## src/rtl/geq_seq.sv

```systemverilog
`default_nettype none
// ============================================================================
//  Module   : geq_seq
//  Summary  : Iterative unsigned magnitude comparator, MSB-first, CHUNK bits
//             per clock, start/busy/done handshake with eq/gt/lt result.
//             Optional macro GEQ_SEQ_EARLY_EXIT_EN ends the compare as soon as
//             the first differing chunk is found.
//  Revision : 1.0 - initial release
// ============================================================================
module geq_seq #(
    parameter int WIDTH = 8,
    parameter int CHUNK = 2
) (
    input  logic             clk,
    input  logic             reset_n,
    input  logic             start,
    input  logic [WIDTH-1:0] a,
    input  logic [WIDTH-1:0] b,
    output logic             busy,
    output logic             done,
    output logic             eq,
    output logic             gt,
    output logic             lt
);

    localparam int c_nchunk = WIDTH / CHUNK;
    localparam int c_cnt_w  = (c_nchunk > 1) ? $clog2(c_nchunk) : 1;

`ifdef GEQ_SEQ_EARLY_EXIT_EN
    localparam bit c_early_exit = 1'b1;
`else
    localparam bit c_early_exit = 1'b0;
`endif

    generate
        if (WIDTH < 2 || CHUNK < 1 || (WIDTH % CHUNK) != 0) begin : g_bad_params
            $error("geq_seq: WIDTH must be >= 2 and an exact multiple of CHUNK");
        end
    endgenerate

    typedef enum logic [1:0] {
        S_IDLE = 2'd0,
        S_RUN  = 2'd1,
        S_DONE = 2'd2
    } state_t;

    state_t               r_state;
    state_t               w_next;
    logic [WIDTH-1:0]     r_a;
    logic [WIDTH-1:0]     r_b;
    logic [c_cnt_w-1:0]   r_cnt;
    logic                 r_decided;
    logic                 r_gt_int;
    logic                 r_eq;
    logic                 r_gt;
    logic                 r_lt;

    logic [CHUNK-1:0]     w_chunk_a;
    logic [CHUNK-1:0]     w_chunk_b;
    logic                 w_differ;
    logic                 w_a_gt;
    logic                 w_accept;
    logic                 w_last;

    assign w_chunk_a = r_a[WIDTH-1 -: CHUNK];
    assign w_chunk_b = r_b[WIDTH-1 -: CHUNK];
    // Only the first differing chunk counts; later ones are masked by r_decided.
    assign w_differ  = !r_decided && (w_chunk_a != w_chunk_b);
    assign w_a_gt    = (w_chunk_a > w_chunk_b);
    assign w_accept  = start && (r_state != S_RUN);
    assign w_last    = (r_state == S_RUN) &&
                       ((r_cnt == '0) || (c_early_exit && w_differ));

    always_comb begin
        w_next = r_state;
        case (r_state)
            S_IDLE:  if (start) w_next = S_RUN;
            S_RUN:   if (w_last) w_next = S_DONE;
            S_DONE:  w_next = start ? S_RUN : S_IDLE;
            default: w_next = S_IDLE;
        endcase
    end

    always_ff @(posedge clk) begin
        if (!reset_n) begin
            r_state <= S_IDLE;
            r_eq    <= 1'b0;
            r_gt    <= 1'b0;
            r_lt    <= 1'b0;
        end else begin
            r_state <= w_next;
            if (w_accept) begin
                r_eq <= 1'b0;
                r_gt <= 1'b0;
                r_lt <= 1'b0;
            end else if (w_last) begin
                // Fold in the final chunk's outcome on the exit edge itself.
                r_eq <= !(r_decided || w_differ);
                r_gt <= r_decided ? r_gt_int  : (w_differ && w_a_gt);
                r_lt <= r_decided ? !r_gt_int : (w_differ && !w_a_gt);
            end
        end
    end

    // Operand shifters and chunk counter carry no reset: don't-care outside RUN.
    always_ff @(posedge clk) begin
        if (w_accept) begin
            r_a       <= a;
            r_b       <= b;
            r_cnt     <= c_cnt_w'(c_nchunk - 1);
            r_decided <= 1'b0;
            r_gt_int  <= 1'b0;
        end else if (r_state == S_RUN) begin
            r_a   <= r_a << CHUNK;
            r_b   <= r_b << CHUNK;
            r_cnt <= r_cnt - c_cnt_w'(1);
            if (w_differ) begin
                r_decided <= 1'b1;
                r_gt_int  <= w_a_gt;
            end
        end
    end

    assign busy = (r_state == S_RUN);
    assign done = (r_state == S_DONE);
    assign eq   = r_eq;
    assign gt   = r_gt;
    assign lt   = r_lt;

endmodule
`default_nettype wire
```

## config.mk

```make
export PLATFORM = sky130hd
export DESIGN_NAME = geq_seq
export DESIGN_NICKNAME = d
export VERILOG_FILES = /design/src/rtl/geq_seq.sv
export SDC_FILE = /design/constraint.sdc
export NUM_CORES = 1
export LEC_CHECK = 0
export ABC_AREA = 1
export BUFFER_PORTS_ARGS = -buffer_cell sky130_fd_sc_hd__buf_2
export CAP_MARGIN = 0
export CORE_MARGIN = 4
export CORE_UTILIZATION = 52
export DETAILED_ROUTE_END_ITERATION = 10
export GPL_TIMING_DRIVEN = 0
export PLACE_DENSITY = 0.75
export SYNTH_ARGS = -nofsm -noshare
export SYNTH_HDL_FRONTEND = slang
export SYNTH_SLANG_ARGS = --single-unit
```

## constraint.sdc

```tcl
create_clock -name clk -period 2.2 [get_ports clk]
set_input_delay 0.11 -clock clk [delete_from_list [all_inputs] [get_ports clk]]
set_output_delay 0.11 -clock clk [all_outputs]
set_load 0.01 [all_outputs]
```

Yosys cells after proc, flatten, opt, wreduce, memory -nomap -nowiden
Cells that the tools add are included.

word-level totals
  bits in registers = 25
  input bits = 19

cells by class
  add/subtract/negate cells = 1
  $lt $le $gt $ge = 1
  equal/unequal tests = 6
  multiplexer cells = 10
  bitwise operators = 1
  reductions and logical operators = 16

operator list
  kind                 number
  $mux 8               4
  $pmux 2 s3           1
  $logic_and 1x1->1    5
  $logic_not 1->1      4
  $logic_not 2->1      2
  $mux 2               2
  $ne 2x1->1 const B   2
  $reduce_and 2->1     2
  $mux 1               3
  $eq 2x1->1 const B   1
  $eq 2x2->1 const B   1
  $gt 2x2->1           1
  $ne 2x2->1           1
  $ne 2x2->1 const B   1
  $reduce_bool 2->1    1
  $reduce_or 2->1      1
  $sub 2x1->2 const B  1
  $logic_or 1x1->1     1
  $not 1->1            1

Depth between registers and ports, before layout
Gate-level depths: netlist of the first run.

  depth in word-level cells = 4
  gate-level depth with buffers = 8
  gate-level depth less buffers = 8

Worst setup path before layout of the first run
OpenSTA, ideal clock, no wires.

  kind = register to register
  start = register r_state[0]
  end = register r_a[0] (enable)
  data arrival time = 0.991 ns
  required time = 1.836 ns
  setup slack = 0.845 ns
  stages on the path, launching flop included = 5
  path through = dfxtp_1 -> nand2_4 -> inv_2 -> nor2_1 -> inv_1

RTL lines
  what                         RTL line  text
  from (decl)                  47        state_t r_state;
  from (signal assigned)       91        r_state <= w_next;
  $eq 2x1->1                   -
  net busy                     19        output logic busy,
  $reduce_bool 2->1 (no line)  -
  to (signal assigned)         114       r_a <= r_a << CHUNK;
  to (decl)                    49        logic [WIDTH-1:0] r_a;

The timed path passes the listed nets, and every way through them passes these cells.
A chain may end at the register's enable or synchronous reset.

Worst setup path after layout of the first run
  start = register r_state[0]
  end = register r_a[4] (enable)

on the way
  word-level cells in the longest chain between the ends = 3

ends and longest elaborated chain
  what                             RTL line  text
  $ne 2x1->1                       70        assign w_accept = start && (r_state != S_RUN);
  $logic_and 1x1->1                70
  $reduce_bool 2->1 (no line) (*)  -

Mark *: on every way between the ends. The rest lies on a longest branch, timed or not.

==> metrics.csv, run 1 <==
metric;value;unit
overall routing resource usage;0.143;
largest net degree at the start of global routing;17;
Critical Path End;r_a[4];
crit-path cells;nand2_4 > inv_2 > nor2_1 > inv_1;
global placer's final weighted congestion;0.686;
syn nets;146;
worst path required time;2160;ps
Worst-Margin Slew;581;ps
Core ar.;0.00202;sq mm
clock tree from TritonCTS;done;
Final min period;1490;ps
number of nets with antenna violations after routing;0;
post-cts sizing count;0;
fin crit share;0.677;
Inserted Clock Buffers;3;
DRT iter0 DRCs;18;
met3 usage;0.0245;
Hold WC Path Type;in -> reg;
first-pass GRT wire length;3000;um
post-synthesis cell count;124;
wire length per cell;10.3;um
Pre-antenna DRT Iters;6;
CP max stage cell;dfxtp_1;
max frequency;671;MHz
Cell Pwr Density;821;mW/mm^2
Overflow after GRT;0;
Worst VDD drop;0.516;mV
syn_area_per_cell;9.19;sq um
flops & latches, synth;25;
count of cell types in the netlist;21;
clock tree buffer depth;2;
pre-CTS setup slack;710;ps
# clock sinks;25;
Post-Syn Area;0.00114;sq mm
power share of the sequential group;0.576;
RR Startpoint;r_state[0];
slowest stage delay, CP;450;ps
Internal;0.761;mW
most common cell after layout, fill and taps aside;nand2_1;
root buffer cell;clkbuf_4;
Worst R2R Setup Slack;710;ps
n_diodes;0;
IO Pins;24;
Max-slew headroom;0.612;
initial antenna violation count;0;
height of the chip;54.8;um
status;completed;
RSZ-0062 raised after global routing;false;
Synth Warn #;0;
share of layout cells above drive strength 1;0.238;
# nets final;174;
setup_tns;0;ps
P_sw;0.319;mW
Syn-to-layout area delta;15.5;%
Worst Hold Depth;3;
H-tree levels;1;
final setup violation count;0;
maxcap violations;0;
skew final;10.4;ps
full die area;0.00301;sq mm
post-cts hold buffer count;0;
DRC errors left;0;
Clock power frac;0.187;
clk_lat worst skew;320;ps
Final Core Density;0.651;
DP HPWL;1380;um
Crit. Startpoint;r_state[0];
CP Capture Type;register;
R2R Path End;r_a[4];
vias in the first global route;795;
Worst Hold Slack;44.6;ps
PortBufs;23;
Pleak;0.666;nW
fin area;0.00132;sq mm
worst-path fanout max;16;
post-CTS setup buffer count;0;
Crit Path Category;reg -> reg;
FP Rows;16;
Die X;54.8;um
register area share after synthesis;0.580;
most used routing layer in global routing;met2;
most frequent cells in the layout;43 x nand2_1, 23 x buf_2, 18 x inv_1, 16 x edfxtp_1, 13 x nor2_1;
Setup WS post-layout;710;ps
initial core utilization;0.564;
Startpoint Class;register;
final hold violations;0;
Vias;832;
drt total wl;1830;um
met2 usage;0.240;
grt met1 use;0.168;
Slew Viols, Final;0;
Via-to-Cell Ratio;4.67;
net switching fraction of the power;0.296;
Placed Area;0.00129;sq mm
Comb pwr share;0.237;
worst r2r path cells;4;
Worst EP arrival;1450;ps
clock-pin transition on the worst setup and hold timing paths;140;ps
kinds of logic after synthesis:
group | after synthesis | synth area share
and+or+nand+nor | 65 | 0.255
DFF | 25 | 0.580
buffers and inverters | 22 | 0.0878
AOI/OAI and AO/OA | 9 | 0.0450
adders and majority gates | 3 | 0.0329
power by group through the flow:
stage	clock network, mW	logic (mW)	registers (mW)
finish	0.202	0.256	0.623
global route	0.231	0.296	0.633
CTS	0.207	0.260	0.623
detailed placement	0	0.259	0.634
global placement	0	0.244	0.631
floorplan	0	0.193	0.628
final cells by class:
type	count	area [sq um]
Fill cell	188	706
Buffer	2	22.5
Clock buffer	3	22.5
Multi-Input combinational cell	77	379
Tap cell	27	33.8
Sequential cell	25	661
Timing Repair Buffer	23	115
Inverter	20	77.6
Clock inverter	1	5.00
registers in the layout (all words and copies together), names as in the netlist:
register	flops
gt	1
r_decided	1
r_state	2
r_a	8
lt	1
r_b	8
r_gt_int	1
r_cnt	2
eq	1
cells in the mapped netlist, drive strengths merged:
master	instances	area, sq um
nand2	46	204
inv	20	77.6
edfxtp	16	480
nor2	14	55.1
dfxtp	9	180
nand3	4	25.0
o21ai	4	20.0
ha	3	37.5
a21oi	2	10.0
buf	2	22.5
a22oi	1	7.51
and2	1	6.26
o21a	1	7.51
o22ai	1	6.26
layer usage:
metal | vias up | part of all wire | routed length [um]
met5 | - | 0 | 0
met4 | 0 | 0.022 | 41
met3 | 4 | 0.041 | 75
met2 | 13 | 0.48 | 877
met1 | 375 | 0.46 | 835
li1 | 440 | - | -
critical path, delay by kind of cell, from the launching register on:
kind / cells / cell delay (ps)
buf+inv: 2 / 520
flops: 1 / 450
simple gates: 2 / 180
worst min path at each step:
stage / startpoint / end / slack [ps]
3_3_place_gp: b[4] / r_b[4] / 370
5_1_grt: b[4] / r_b[4] / 40
4_1_cts: b[3] / r_b[3] / 40
3_5_place_dp: b[3] / r_b[3] / 380
6_report: a[3] / r_a[3] / 40
2_1_floorplan: reset_n / gt / 240
metrics by stage:
step | std cells | power [mW]
3_5_place_dp | 174 | 0.893
4_1_cts | 178 | 1.09
3_3_place_gp | 174 | 0.875
2_1_floorplan | 124 | 0.821
6_report | 178 | 1.08
5_1_grt | 178 | 1.16
Note: power is estimated with default switching activity, not from simulation.
==> run 2: changes to the inputs <==
==> constraint.sdc (replaced) <==
create_clock -name clk -period 1.49 [get_ports clk]
set_input_delay 0.0745 -clock clk [delete_from_list [all_inputs] [get_ports clk]]
set_output_delay 0.0745 -clock clk [all_outputs]
set_load 0.01 [all_outputs]
==> metrics.csv, run 2 (synthesized netlist as in run 1, its figures left out) <==
metric;value;unit
Hold WC Path Type;in -> reg;
Top Registers;r_a x8, r_b x8;
most common cell after layout, fill and taps aside;nand2_1;
CP Buf/Inv Count;1;
Final min period;1300;ps
post-cts hold buffer count;0;
# clock sinks;25;
drt total wl;1840;um
pre-CTS setup slack;0.161;ps
initial antenna violation count;0;
n_diodes;0;
full die area;0.00301;sq mm
RSZ-0062 raised after global routing;false;
fin crit share;0.869;
P_sw;0.474;mW
RR Startpoint;r_a[7];
Hold Crit Endpoint;r_a[3];
share of layout cells above drive strength 1;0.261;
CP max stage cell;edfxtp_1;
Inst Count DP;174;
height of the chip;54.8;um
Startpoint Class;register;
initial core utilization;0.564;
net switching fraction of the power;0.295;
FP Rows;16;
Syn-to-layout area delta;17.3;%
H-tree levels;1;
clock tree buffer depth;2;
maxcap violations;0;
worst path required time;1710;ps
Pre-antenna DRT Iters;4;
clk_lat worst skew;320;ps
Worst-Margin Slew;205;ps
Worst VDD drop;0.761;mV
IO Pins;24;
top cell family by delay on the critical path;flip-flops;
DP HPWL;1380;um
CP Capture Type;register;
power share of the sequential group;0.572;
Final Core Density;0.662;
PortBufs;23;
Core ar.;0.00202;sq mm
max frequency;772;MHz
DRT iter0 DRCs;21;
number of nets with antenna violations after routing;0;
largest net degree at the start of global routing;15;
Setup WS post-layout;195;ps
most frequent cells in the layout;43 x nand2_1, 23 x buf_2, 17 x inv_1, 16 x edfxtp_1, 12 x nor2_1;
Inserted Clock Buffers;3;
Worst path most repeated cell;nor2_1;
clock tree from TritonCTS;done;
overall routing resource usage;0.146;
status;completed;
Pleak;0.672;nW
global placer's final weighted congestion;0.686;
skew final;10.7;ps
setup_tns;0;ps
Non-Filler Instances;180;
Internal;1.13;mW
Crit Path Category;reg -> reg;
vias in the first global route;803;
Crit. Startpoint;r_a[7];
Vias;842;
Comb pwr share;0.242;
Worst Hold Depth;3;
Die X;54.8;um
Via-to-Cell Ratio;4.68;
R2R Path End;r_gt_int;
worst-path fanout max;3;
crit-path cells;ha_1 > nand2_1 > nand2_1 > nor2_1 > inv_1 > nor2_1 > nor2_1;
Worst R2R Setup Slack;190;ps
Worst EP arrival;1510;ps
total chip power;1.60;mW
Slew Viols, Final;0;
clock-pin transition on the worst setup and hold timing paths;140;ps
slowest stage delay, CP;400;ps
wire length per cell;10.2;um
final setup violation count;0;
root buffer cell;clkbuf_4;
first-pass GRT wire length;3060;um
DRC errors left;0;
critical hold path startpoint;a[3];
worst r2r path cells;7;
Overflow after GRT;0;
# nets final;176;
Max-slew headroom;0.863;
Cell Pwr Density;1200;mW/mm^2
FILL cells;189;
final hold violations;0;
Clock power frac;0.185;
==> run 2: changes by cell type in the layout (fill, tap and decap cells not counted) <==
cell        previous run  this run
buf_4                  0         2
clkinvlp_4             0         1
inv_1                 18        17
nor2_1                13        12
nor2_2                 1         2
==> run 2: area by class of cell <==
cell class,instances,area (sq um),area share
Buffer,2,22.5,0.0168
Clock buffer,3,22.5,0.0168
Clock inverter,1,5.00,0.00374
Inverter,20,81.3,0.0608
Multi-Input combinational cell,77,382,0.285
Sequential cell,25,661,0.494
Tap cell,27,33.8,0.0253
Timing Repair Buffer,25,130,0.0973
==> run 2: power groups by stage <==
stage	clock network [mW]	logic, mW	registers [mW]
2_1_floorplan	0	0.285	0.928
3_5_place_dp	0	0.382	0.936
6_report	0.298	0.389	0.918
4_1_cts	0.306	0.394	0.919
3_3_place_gp	0	0.360	0.932
5_1_grt	0.341	0.451	0.933
==> run 2: worst reg2reg max path: stages (launching register included) <==
cell and delay (ps):
edfxtp_1 400, ha_1 330, nand2_1 80, nand2_1 70, nor2_1 130, inv_1 70, nor2_1 80, nor2_1 50
==> run 2: what timing repair did <==
action,in CTS,in global routing
setup endpoints to repair,16,9
gates resized for setup,1,1
setup buffers,2,0
==> run 2: metrics by stage <==
step	hold slack [ps]	instance area [sq um]
6_report	11.1	1340
5_1_grt	3.17	1340
2_1_floorplan	204	1140
3_3_place_gp	337	1290
4_1_cts	7.57	1340
3_5_place_dp	345	1290
==> run 2: worst max-delay path by stage <==
stage               end  slack, ps  depth (start not counted)
3_5_place_dp     r_b[4]        0.2                          4
4_1_cts          r_a[0]         90                          6
2_1_floorplan    r_a[0]        130                          4
3_3_place_gp     r_b[6]         10                          4
6_report       r_gt_int        190                          7
5_1_grt          r_a[0]        100                          6
==> run 2: routing by layer <==
layer  vias up  GRT usage  part of all wire  routed length [um]
met4         0     0.0871             0.021                  38
met3         4     0.0245             0.038                  70
met5         -          0                 0                   0
li1        444          -                 -                   -
met1       381      0.174              0.45                 825
met2        13      0.244              0.49                 906
